==> src/rtl/clock_divider_pkg.sv <==
// Shared constants and encodings for the multi-channel clock divider.
package clock_divider_pkg;

    localparam int unsigned CD_CNT_W       = 16;
    localparam int unsigned CD_DIV_DEFAULT = 25;
    localparam int unsigned CD_HP_MIN      = 1;

    typedef enum logic [1:0] {
        TICK_NONE = 2'b00,
        TICK_RISE = 2'b01,
        TICK_FALL = 2'b10
    } tick_e;

endpackage

==> src/rtl/clock_divider_chan.sv <==
// One divider channel: half-period counter, active/pending half-period,
// rise/fall strobes and a load acknowledge.
// Optional phase-alignment input sync_i exists only when CLOCK_DIVIDER_SYNC_EN is defined.
module clock_divider_chan
    import clock_divider_pkg::*;
#(
    parameter int unsigned CNT_W       = CD_CNT_W,
    parameter int unsigned DIV_DEFAULT = CD_DIV_DEFAULT
) (
    input  logic             clk_i,
    input  logic             rst_ni,
    input  logic             en_i,
`ifdef CLOCK_DIVIDER_SYNC_EN
    input  logic             sync_i,
`endif
    input  logic [CNT_W-1:0] half_period_i,
    input  logic             load_i,
    output logic             clk_div_o,
    output logic             rise_tick_o,
    output logic             fall_tick_o,
    output logic             load_ack_o
);

    localparam logic [CNT_W-1:0] HP_MIN   = CNT_W'(CD_HP_MIN);
    localparam logic [CNT_W-1:0] HP_RESET = CNT_W'(DIV_DEFAULT);
    localparam logic [CNT_W-1:0] CNT_ONE  = CNT_W'(1);

    logic [CNT_W-1:0] cnt_q, cnt_d;
    logic [CNT_W-1:0] hp_act_q, hp_act_d;
    logic [CNT_W-1:0] hp_pend_q, hp_pend_d;
    logic             pend_q, pend_d;
    logic             clk_div_q, clk_div_d;
    logic             rise_q, fall_q, ack_q;
    logic             ack_d;
    tick_e            tick_d;

    logic restart;
    logic terminal;
    logic apply;

    // A restart (disable or sync) parks the channel low with the counter cleared.
`ifdef CLOCK_DIVIDER_SYNC_EN
    assign restart = ~en_i | sync_i;
`else
    assign restart = ~en_i;
`endif

    // hp_act_q is never below 1, so the subtraction cannot underflow.
    assign terminal = (cnt_q == (hp_act_q - HP_MIN));

    // A pending value is only taken at a falling boundary or while parked,
    // so a half-period never changes mid-period.
    assign apply = pend_q & (restart | (terminal & clk_div_q));

    // Next-state logic for counter, output level, ticks and half-period registers.
    always_comb begin
        cnt_d     = cnt_q;
        clk_div_d = clk_div_q;
        hp_act_d  = hp_act_q;
        hp_pend_d = hp_pend_q;
        pend_d    = pend_q;
        tick_d    = TICK_NONE;
        ack_d     = apply;

        if (restart) begin
            cnt_d     = '0;
            clk_div_d = 1'b0;
            if (clk_div_q) begin
                tick_d = TICK_FALL;
            end
        end else if (terminal) begin
            cnt_d     = '0;
            clk_div_d = ~clk_div_q;
            tick_d    = clk_div_q ? TICK_FALL : TICK_RISE;
        end else begin
            cnt_d = cnt_q + CNT_ONE;
        end

        if (apply) begin
            hp_act_d = hp_pend_q;
            pend_d   = 1'b0;
        end

        // A load coinciding with a boundary lands after the apply above, so it
        // waits for the following boundary.
        if (load_i) begin
            hp_pend_d = (half_period_i == '0) ? HP_MIN : half_period_i;
            pend_d    = 1'b1;
        end
    end

    // State registers with synchronous active-low reset.
    always_ff @(posedge clk_i) begin
        if (!rst_ni) begin
            cnt_q     <= '0;
            hp_act_q  <= HP_RESET;
            hp_pend_q <= '0;
            pend_q    <= 1'b0;
            clk_div_q <= 1'b0;
            rise_q    <= 1'b0;
            fall_q    <= 1'b0;
            ack_q     <= 1'b0;
        end else begin
            cnt_q     <= cnt_d;
            hp_act_q  <= hp_act_d;
            hp_pend_q <= hp_pend_d;
            pend_q    <= pend_d;
            clk_div_q <= clk_div_d;
            rise_q    <= (tick_d == TICK_RISE);
            fall_q    <= (tick_d == TICK_FALL);
            ack_q     <= ack_d;
        end
    end

    assign clk_div_o   = clk_div_q;
    assign rise_tick_o = rise_q;
    assign fall_tick_o = fall_q;
    assign load_ack_o  = ack_q;

endmodule

==> src/rtl/clock_divider_multi.sv <==
// Multi-channel clock divider on CLK50MHZ: slices the buses and fans out
// one independent clock_divider_chan per channel.
// Define CLOCK_DIVIDER_SYNC_EN to add the sync input that phase-aligns all enabled channels.
module clock_divider_multi
    import clock_divider_pkg::*;
#(
    parameter int unsigned CHANNELS    = 2,
    parameter int unsigned CNT_W       = CD_CNT_W,
    parameter int unsigned DIV_DEFAULT = CD_DIV_DEFAULT
) (
    input  logic                      CLK50MHZ,
    input  logic                      RST,
    input  logic [CHANNELS-1:0]       en,
    input  logic [CHANNELS*CNT_W-1:0] half_period,
    input  logic [CHANNELS-1:0]       load,
`ifdef CLOCK_DIVIDER_SYNC_EN
    input  logic                      sync,
`endif
    output logic [CHANNELS-1:0]       load_ack,
    output logic [CHANNELS-1:0]       clk_div,
    output logic [CHANNELS-1:0]       rise_tick,
    output logic [CHANNELS-1:0]       fall_tick
);

    // One channel per bus slice; channels share only the clock, reset and sync.
    for (genvar g = 0; g < CHANNELS; g++) begin : g_chan
        clock_divider_chan #(
            .CNT_W       (CNT_W),
            .DIV_DEFAULT (DIV_DEFAULT)
        ) u_chan (
            .clk_i         (CLK50MHZ),
            .rst_ni        (RST),
            .en_i          (en[g]),
`ifdef CLOCK_DIVIDER_SYNC_EN
            .sync_i        (sync),
`endif
            .half_period_i (half_period[g*CNT_W +: CNT_W]),
            .load_i        (load[g]),
            .clk_div_o     (clk_div[g]),
            .rise_tick_o   (rise_tick[g]),
            .fall_tick_o   (fall_tick[g]),
            .load_ack_o    (load_ack[g])
        );
    end

endmodule

==> config.mk <==
export PLATFORM = sky130hd
export DESIGN_NAME = clock_divider_multi
export DESIGN_NICKNAME = d
export VERILOG_FILES = /design/src/rtl/clock_divider_pkg.sv /design/src/rtl/clock_divider_chan.sv /design/src/rtl/clock_divider_multi.sv
export SDC_FILE = /design/constraint.sdc
export NUM_CORES = 1
export LEC_CHECK = 0
export CELL_PAD_IN_SITES_DETAIL_PLACEMENT = 1
export CELL_PAD_IN_SITES_GLOBAL_PLACEMENT = 2
export CORE_MARGIN = 2
export CORE_UTILIZATION = 39
export DETAILED_ROUTE_END_ITERATION = 10
export PLACE_DENSITY = 0.86
export SKIP_LAST_GASP = 1
export SYNTH_ARGS = -nofsm -noshare
export SYNTH_HDL_FRONTEND = slang
export SYNTH_SLANG_ARGS = --single-unit
==> constraint.sdc <==
create_clock -name CLK50MHZ -period 5.1 [get_ports CLK50MHZ]
set_input_delay 0.51 -clock CLK50MHZ [delete_from_list [all_inputs] [get_ports CLK50MHZ]]
set_output_delay 0.51 -clock CLK50MHZ [all_outputs]
set_load 0.03 [all_outputs]
==> results of run 1 <==
==> Yosys cell counts (3+ instances only) <==
master	count
nand2b_1	6
a21oi_1	13
and2_1	4
o21ai_0	7
ha_1	4
xnor2_1	33
o211ai_1	3
nand3_1	19
and3_1	11
buf_6	5
inv_1	16
nand2_1	71
nor3b_1	5
mux2i_1	62
nand4_1	13
a41oi_1	3
nor2_1	55
buf_4	8
o2111ai_1	4
a221oi_1	3
nor2b_1	45
buf_2	6
nor3_1	17
clkbuf_1	23
nor4_1	11
nor4b_1	5
dfxtp_1	106
xor2_1	27
or3_1	3
==> how the worst max path moves through the flow <==
stage                            startpoint  slack, ps                             to
2_1_floorplan  g_chan[0].u_chan.hp_act_q[0]       2310  g_chan[0].u_chan.hp_act_q[10]
3_3_place_gp   g_chan[1].u_chan.hp_act_q[0]       1970   g_chan[1].u_chan.hp_act_q[0]
3_5_place_dp   g_chan[1].u_chan.hp_act_q[0]       1810   g_chan[1].u_chan.hp_act_q[6]
4_1_cts        g_chan[1].u_chan.hp_act_q[0]       1760   g_chan[1].u_chan.hp_act_q[6]
5_1_grt        g_chan[1].u_chan.hp_act_q[0]       1430   g_chan[1].u_chan.hp_act_q[1]
6_report       g_chan[1].u_chan.hp_act_q[0]       1770   g_chan[1].u_chan.hp_act_q[6]
==> metal layers <==
layer  vias up  track usage
met4         0       0.0516
met1      2136        0.191
met3        20       0.0435
met5         -            0
li1       2225            -
met2        53        0.335
==> flip-flops by register name (all words and copies together) (netlist names) <==
name,flops
g_chan.u_chan.hp_act_q,32
g_chan.u_chan.load_ack_o,2
g_chan.u_chan.fall_tick_o,2
g_chan.u_chan.hp_pend_q,32
g_chan.u_chan.clk_div_o,2
g_chan.u_chan.pend_q,2
g_chan.u_chan.cnt_q,32
g_chan.u_chan.rise_tick_o,2
==> where the power goes <==
part / leakage (nW) / switching, mW / internal (mW)
Sequential: 0.864 / 0.0265 / 0.853
Clock: 0.142 / 0.332 / 0.353
Combinational: 1.23 / 0.0843 / 0.0854
==> worst reg2reg max path, delay by kind of cell (launching register included) <==
family,cells,cell delay (ps)
buffers and inverters,1,80
multiplexers,1,280
AO/OA/AOI/OAI,2,970
AND/OR/NAND/NOR,4,1330
flip-flops,1,370
adder cells (fa/ha/maj),1,210
==> area by class of cell <==
type,count,area [um^2],share of cell area
clock inverters,5,46.3,0.00728
multi-input cells,472,3190,0.502
repair buffers,47,473,0.0743
clock buffers,11,243,0.0382
well taps,180,225,0.0354
flip-flops and latches,106,2120,0.334
inverters,16,60.1,0.00944
==> cell families after synthesis <==
group	after synthesis	share of synthesized area
and+or+nand+nor	285	0.272
DFF	106	0.377
muxes	63	0.112
buffers and inverters	61	0.0568
AOI/OAI and AO/OA	60	0.0804
xor gates and xnor gates	60	0.0933
adders and majority gates	4	0.00888
==> stage by stage <==
step           hold slack, ps  instances
5_1_grt                   484        837
3_3_place_gp              455        821
6_report                  467        837
2_1_floorplan             437        639
4_1_cts                   471        837
3_5_place_dp              459        821
==> impl_metrics.json, run 1 <==
{
  "skew_ps": 6.79,
  "grt_pass1_vias": 4642,
  "cp_data_arrival_time_ps": 3610,
  "syn_inst": 639,
  "crit_type": "reg2reg",
  "worstSetupEndpointType": "register",
  "initial_core_util": 0.403,
  "cap_viol_max_count": 0,
  "wl_met2_um": 7240,
  "period_minus_slack_ps": 3330,
  "grt_max_degree": 55,
  "antenna_found_initial": 0,
  "hold_path_depth": 2,
  "hold_viol": 0,
  "routabilityCongestion": 0.896,
  "nets": 694,
  "worst-path-buf-inv": 1,
  "n_antenna_cell": 0,
  "cp.depth": 9,
  "start_kind": "register",
  "ant_nets": 0,
  "slew_viol_final": 0,
  "coreArea_um2": 14000,
  "vias": 4434,
  "finalSetupTns_ps": 0,
  "cellLeakagePower_nw": 2.23,
  "grt_pass1_wl_um": 22500,
  "layout_setup_ws_ps": 1770,
  "cts-root-buf": "clkbuf_16",
  "hold_end": "g_chan[1].u_chan.hp_act_q[13]",
  "relSlewSlack": 0.318,
  "area_growth_pct": 12.9,
  "wire_per_inst_um": 16.0,
  "setup_viol": 0,
  "synth_area_per_cell_um2": 8.82,
  "layout-drive-gt1-share": 0.0609,
  "synth.top_cells.by_area": "dfxtp_1 38%, mux2i_1 11%, xnor2_1 5.1%",
  "final_common_cell": "dfxtp_1",
  "required_ps": 5380,
  "cts_setup_buffers": 0,
  "first_iter_violations": 197,
  "die_h_um": 124,
  "io_pins": 46,
  "final_cell_mix": "106 x dfxtp_1, 71 x nand2_1, 62 x mux2i_1",
  "async_reset_ff_frac": 0,
  "syn_nets": 681,
  "dpl_cell_area_um2": 6070,
  "path_cells": "inv_1 -> ha_1 -> nor4b_1 -> a21oi_1 -> nor4_1 -> nand4_1 -> nor4_4 -> a32o_1 -> mux2i_1",
  "power.density_nw_per_um2": 273,
  "die_x_um": 124,
  "totalWireLength_um": 13400,
  "yosys_warnings": 0,
  "postLayoutCellArea_um2": 6360,
  "dr_wl_met3_um": 372,
  "path_clk_slew_ps": 70,
  "cp_top_family": "simple AND/OR/NAND/NOR gates",
  "rows": 43,
  "synth_top_area_share": 0.377,
  "synthFlopType": "dfxtp_1",
  "ys_seq_area_frac": 0.377,
  "fillers": 1625,
  "first_pass_iters": 4,
  "crit_fanout": 17,
  "post-route-util": 0.455,
  "period_share": 0.652,
  "outcome": "completed",
  "portBuffers": 45,
  "critPathSlowestCell": "a32o_1",
  "die-area_um2": 15400,
  "power_mw": 1.73,
  "place_ws_ps": 1810,
  "ys_types": 67,
  "peakVddDrop_uv": 158,
  "hold_class": "reg2reg",
  "hold_start": "g_chan[1].u_chan.hp_pend_q[13]",
  "wl_met1_um": 5560,
  "ys_seq_elements": 106,
  "cts_buffers": 9,
  "yosys.area.top_type": "dfxtp_1",
  "rsz0062_at_grt": "no",
  "via_per_inst": 5.30,
  "cp_slowest_stage_delay_ps": 890,
  "worst_r2r_endpoint": "g_chan[1].u_chan.hp_act_q[6]",
  "worst_pin_slew_ps": 1020,
  "clock-sinks": 106,
  "gr-usage-all-layers": 0.176,
  "synthesis.area_um2": 5640,
  "r2r_start": "g_chan[1].u_chan.hp_act_q[0]",
  "cts_max_level": 3,
  "reg2reg_depth": 9,
  "remaining_drc_errors": 0,
  "grt_overflow": 0,
  "insertion_delay_ps": 360,
  "cts_resized": 0,
  "synth_edf_count": 0,
  "cts_buffer_depth": 2,
  "hold_buffers": 0,
  "routed.top_layer": "met4",
  "max_freq_ghz": 0.301,
  "cts_tree": "built",
  "dp_hpwl_um": 10000,
  "r2r_setup_slack_ps": 1770
}
(Power assumes the default switching activity.)
==> run 2, diff against run 1 <==
--- a/config.mk
+++ b/config.mk
@@ -8,9 +8,9 @@
 export CELL_PAD_IN_SITES_DETAIL_PLACEMENT = 1
 export CELL_PAD_IN_SITES_GLOBAL_PLACEMENT = 2
 export CORE_MARGIN = 2
-export CORE_UTILIZATION = 39
+export CORE_UTILIZATION = 36
 export DETAILED_ROUTE_END_ITERATION = 10
-export PLACE_DENSITY = 0.86
+export PLACE_DENSITY = 0.8
 export SKIP_LAST_GASP = 1
 export SYNTH_ARGS = -nofsm -noshare
 export SYNTH_HDL_FRONTEND = slang
==> constraint.sdc (replaced) <==
create_clock -name CLK50MHZ -period 3.15 [get_ports CLK50MHZ]
set_input_delay 0.315 -clock CLK50MHZ [delete_from_list [all_inputs] [get_ports CLK50MHZ]]
set_output_delay 0.315 -clock CLK50MHZ [all_outputs]
set_load 0.03 [all_outputs]
==> run 2 against run 1 <==
  * Core utilization fell by 3.3 points
  * Die area is 8.1% higher
  * Via count increased by 1.7%
  * Largest cell class unchanged
==> impl_metrics.json, run 2 (synthesis results as in run 1) <==
{
  "first_pass_iters": 4,
  "hold_viol": 0,
  "fin_cells": 872,
  "crit_type": "reg2reg",
  "area_growth_pct": 14.3,
  "grt_pass1_wl_um": 23700,
  "hold_end": "g_chan[1].u_chan.hp_act_q[14]",
  "reg2reg_depth": 10,
  "totalWireLength_um": 14100,
  "period_minus_slack_ps": 2910,
  "post-route-util": 0.422,
  "postLayoutCellArea_um2": 6440,
  "rows": 45,
  "grt_pass1_vias": 4824,
  "coreArea_um2": 15300,
  "cts_setup_buffers": 0,
  "cellLeakagePower_nw": 2.25,
  "layout-drive-gt1-share": 0.0666,
  "antenna_found_initial": 0,
  "cap_viol_max_count": 0,
  "start_kind": "register",
  "initial_core_util": 0.369,
  "place_ws_ps": 184,
  "worst_pin_slew_ps": 1030,
  "n_antenna_cell": 0,
  "critPathSlowestCell": "or3b_2",
  "max_freq_ghz": 0.344,
  "peakVddDrop_uv": 281,
  "cts_tree": "built",
  "worstSetupEndpointType": "register",
  "die-area_um2": 16700,
  "cp_top_family": "simple AND/OR/NAND/NOR gates",
  "dp_hpwl_um": 10500,
  "r2r_start": "g_chan[0].u_chan.hp_act_q[0]",
  "r2r_setup_slack_ps": 240,
  "routabilityCongestion": 0.878,
  "die_h_um": 129,
  "top_regs": "g_chan.u_chan.cnt_q (32), g_chan.u_chan.hp_act_q (32), g_chan.u_chan.hp_pend_q (32)",
  "power.density_nw_per_um2": 440,
  "cp_slowest_stage_delay_ps": 500,
  "crit_fanout": 17,
  "outcome": "completed",
  "slew_viol_final": 0,
  "wire_per_inst_um": 16.1,
  "via_per_inst": 5.17,
  "seq_area_um2": 2120,
  "dp_cells": 856,
  "path_cells": "inv_1 -> ha_1 -> or3b_2 -> nor3_4 -> mux2_1 -> a31oi_2 -> o21ai_1 -> o32ai_2 -> buf_12 -> mux2i_1",
  "layout_setup_ws_ps": 245,
  "hold_path_depth": 3,
  "hold_buffers": 0,
  "cts_resized": 0,
  "required_ps": 3430,
  "hold_start": "RST",
  "worst_r2r_endpoint": "g_chan[0].u_chan.hp_act_q[0]",
  "cts_buffer_depth": 2,
  "final_common_cell": "dfxtp_1",
  "io_pins": 46,
  "nets": 698,
  "fillers": 1785,
  "dpl_cell_area_um2": 6150,
  "grt_max_degree": 55,
  "hold_class": "in2reg",
  "remaining_drc_errors": 0,
  "ant_nets": 0,
  "cts_buffers": 9,
  "worst-path-buf-inv": 2,
  "portBuffers": 45,
  "cp_data_arrival_time_ps": 3190,
  "final_cell_mix": "106 x dfxtp_1, 71 x nand2_1, 62 x mux2i_1",
  "rsz0062_at_grt": "no",
  "grt_overflow": 0,
  "setup_viol": 0,
  "path_clk_slew_ps": 80,
  "gr-usage-all-layers": 0.180,
  "insertion_delay_ps": 360,
  "skew_ps": 9.53,
  "cts-root-buf": "clkbuf_16",
  "vias": 4509,
  "finalSetupTns_ps": 0,
  "cts_max_level": 3,
  "first_iter_violations": 244,
  "die_x_um": 129,
  "multi_input_area_um2": 3190,
  "period_share": 0.922,
  "relSlewSlack": 0.309,
  "clock-sinks": 106
}
[run 2: cell count changes in the layout (fill, tap and decap cells not counted), sizes merged]
cell / previous run / this run
clkinvlp: 0 / 1
buf: 3 / 7
clkinv: 3 / 1
inv: 18 / 19
[run 2: metal layers]
layer / GRT usage / vias to the layer above / part of all wire
met5: 0 / - / 0
met4: 0.0588 / 0 / 0.016
met3: 0.0396 / 20 / 0.023
met2: 0.335 / 49 / 0.53
met1: 0.204 / 2203 / 0.43
li1: - / 2237 / -
[run 2: how the worst max path moves through the flow]
stage / startpoint / to / cells after the start
after global placement: g_chan[0].u_chan.hp_act_q[0] / g_chan[0].u_chan.hp_act_q[0] / 10
after detailed placement: g_chan[0].u_chan.hp_act_q[0] / g_chan[0].u_chan.hp_act_q[5] / 10
after global routing: g_chan[1].u_chan.hp_act_q[1] / g_chan[1].u_chan.hp_act_q[10] / 10
final: g_chan[0].u_chan.hp_act_q[0] / g_chan[0].u_chan.hp_act_q[0] / 10
after floorplan: g_chan[0].u_chan.hp_act_q[0] / g_chan[0].u_chan.hp_act_q[10] / 11
after CTS: g_chan[0].u_chan.hp_act_q[0] / g_chan[0].u_chan.hp_act_q[5] / 10
[run 2: worst reg2reg max path, delay by kind of cell, from the launching register on]
family | cells | cell delay, ps
fa+ha+maj | 1 | 200
simple gates | 2 | 760
buf+inv | 2 | 300
flops | 1 | 370
compound gates | 3 | 620
mux | 2 | 580
[run 2: stage by stage]
step / total power, mW / hold slack (ps)
finish: 2.83 / 388
global placement: 1.73 / 451
global route: 2.97 / 391
floorplan: 1.64 / 402
detailed placement: 1.74 / 463
CTS: 2.88 / 376
[run 2: layout make-up]
class                           instances  share of cell area
Multi-Input combinational cell        472               0.496
Sequential cell                       106               0.330
Timing Repair Buffer                   51              0.0800
Tap cell                              211              0.0410
Clock buffer                           11              0.0377
Inverter                               16             0.00933
Clock inverter                          5             0.00661
[run 2: report_power, final]
group	switching, mW	internal (mW)	total (mW)
sequential	0.0424	1.38	1.42
combinational	0.142	0.142	0.284
clock	0.554	0.570	1.12
==> patch, RTL diff (flow settings as in run 1) <==
Add an input register stage for `half_period`, without a reset; this delays it by one clock. The other inputs are not delayed to match.
--- a/src/rtl/clock_divider_multi.sv
+++ b/src/rtl/clock_divider_multi.sv
@@ -22,6 +22,12 @@
     output logic [CHANNELS-1:0]       fall_tick
 );
 
+    logic [CHANNELS*CNT_W-1:0] half_period_q;
+
+    always_ff @(posedge CLK50MHZ) begin
+        half_period_q <= half_period;
+    end
+
     // One channel per bus slice; channels share only the clock, reset and sync.
     for (genvar g = 0; g < CHANNELS; g++) begin : g_chan
         clock_divider_chan #(
@@ -34,7 +40,7 @@
 `ifdef CLOCK_DIVIDER_SYNC_EN
             .sync_i        (sync),
 `endif
-            .half_period_i (half_period[g*CNT_W +: CNT_W]),
+            .half_period_i (half_period_q[g*CNT_W +: CNT_W]),
             .load_i        (load[g]),
             .clk_div_o     (clk_div[g]),
             .rise_tick_o   (rise_tick[g]),
Function: changed (a bounded check fails within 4 cycles, from zero or initial values and one cycle with RST low).
==> patch against run 1 <==
- sequential cell count rose by 32
- cell area rose by 19%
- largest power group is now clock
- worst setup slack got worse by 150 ps
- sequential share of layout area rose by 3.0 points
- critical path depth fell by 2
- routed wire length rose by 19%
- power rose by 50%
- synthesized area rose by 16%
- critical endpoint is now g_chan[0].u_chan.hp_act_q[13]
- clock skew rose by 2.5 ps
==> patch: results (changes against run 1) <==
<table>
<tr><th>Metric</th><th>Value</th></tr>
<tr><th colspan="2">Run status</th></tr>
<tr><td>Status</td><td>finished, final reports clean</td></tr>
<tr><th colspan="2">Placement</th></tr>
<tr><td>DP HPWL</td><td>11,030 um (+10%)</td></tr>
<tr><td>Cell area after placement</td><td>7013 um2 (+15%)</td></tr>
<tr><td>Worst setup slack after placement</td><td>1666 ps (-144.3 ps)</td></tr>
<tr><th colspan="2">Finish</th></tr>
<tr><td>Clock buffers</td><td>18 (+7)</td></tr>
<tr><td>Non-clock buffer share of cell area</td><td>6.254% (-1.2 points)</td></tr>
<tr><td>Share of final-layout standard cells stronger than drive strength 1</td><td>7.923% (+1.8 points)</td></tr>
<tr><td>Multi-input comb cells</td><td>495 (+4.9%)</td></tr>
<tr><td>Area growth, synth to finish</td><td>16.18%</td></tr>
<tr><th colspan="2">Power and ir drop</th></tr>
<tr><td>Worst IR Drop VDD</td><td>0.0002679 V (+70%)</td></tr>
<tr><th colspan="2">STA</th></tr>
<tr><td>Headroom to the max-slew limit</td><td>12.38% (-19 points)</td></tr>
<tr><td>Post-Route Skew</td><td>9.244 ps (+2.453 ps)</td></tr>
<tr><th colspan="2">Detailed routing</th></tr>
<tr><td>Per-cell via count in the routed design</td><td>5.462 (+3.1%)</td></tr>
<tr><td>Routed length per instance</td><td>16.78 um (+5.0%)</td></tr>
<tr><td>Wire length on met3</td><td>514 um (+38%)</td></tr>
<tr><td>Routed metal-1 wire length</td><td>8157 um (+47%)</td></tr>
<tr><td>Number of iterations in the first detailed-routing pass</td><td>5 (+1)</td></tr>
<tr><th colspan="2">Critical path</th></tr>
<tr><td>Library cell contributing the largest single delay on the critical path</td><td>sky130_fd_sc_hd__nand4_1</td></tr>
<tr><th colspan="2">Clock network</th></tr>
<tr><td>Inserted Clock Buffers</td><td>17 (+8)</td></tr>
<tr><th colspan="2">Worst hold path</th></tr>
<tr><td>Hold path startpoint</td><td>g_chan[1].u_chan.hp_pend_q[14]</td></tr>
<tr><td>Hold EP</td><td>g_chan[1].u_chan.hp_act_q[14]</td></tr>
<tr><th colspan="2">Synthesis</th></tr>
<tr><td>Count of cell types in the netlist</td><td>61 (-9.0%)</td></tr>
<tr><td>Top cells by area in the synthesized netlist</td><td>sky130_fd_sc_hd__dfxtp_1 (42%), sky130_fd_sc_hd__mux2i_1 (7.3%), sky130_fd_sc_hd__xnor2_1 (5.1%), sky130_fd_sc_hd__nor2b_1 (3.9%), sky130_fd_sc_hd__nand3_1 (3.6%)</td></tr>
<tr><td>List of most frequent post-synthesis cells</td><td>sky130_fd_sc_hd__dfxtp_1 (138), sky130_fd_sc_hd__mux2i_1 (48), sky130_fd_sc_hd__nand3_1 (47)</td></tr>
<tr><th colspan="2">Die</th></tr>
<tr><td>Tap cells</td><td>220 (+22%)</td></tr>
</table>
==> patch: changes by cell type in the layout (fill, tap and decap cells not counted), moves of 6 or more <==
cell,run 1,this run
sky130_fd_sc_hd__dfxtp_1,106,138
sky130_fd_sc_hd__o2111ai_1,4,18
sky130_fd_sc_hd__nand3_1,19,47
sky130_fd_sc_hd__and3b_1,1,13
sky130_fd_sc_hd__a31oi_1,2,20
sky130_fd_sc_hd__clkbuf_16,9,17
sky130_fd_sc_hd__nor2_1,55,39
sky130_fd_sc_hd__nand2b_1,6,0
sky130_fd_sc_hd__nand2_1,71,39
sky130_fd_sc_hd__mux2i_1,62,48
sky130_fd_sc_hd__and2_4,0,9
sky130_fd_sc_hd__and3_1,11,24
sky130_fd_sc_hd__nor4_1,11,17
==> patch: logic make-up after synthesis <==
kind of cell | count (synthesis) | share of synthesized area (%)
simple gates | 290 | 25.22
flops | 138 | 42.22
compound gates | 90 | 10.59
buf+inv | 79 | 5.430
xor+xnor | 63 | 8.432
mux | 48 | 7.342
fa+ha+maj | 4 | 0.7648
==> patch: power by group <==
group          switching [mW]  internal (mW)
combinational           0.111         0.0979
clock                   0.521          0.706
sequential             0.0449           1.12
==> patch: routing by layer <==
| metal | track usage, % | vias up |
|---|---|---|
| li1 | - | 2568 |
| met1 | 26.34 | 2510 |
| met2 | 28.98 | 96 |
| met3 | 3.082 | 26 |
| met4 | 6.501 | 0 |
| met5 | 0 | - |
==> patch: worst max-delay path: cells and delay by family, from the launching register on <==
| kind | cells | cell delay [ps] |
|---|---|---|
| compound gates | 1 | 490 |
| xor+xnor | 1 | 320 |
| flops | 1 | 420 |
| simple gates | 5 | 2110 |
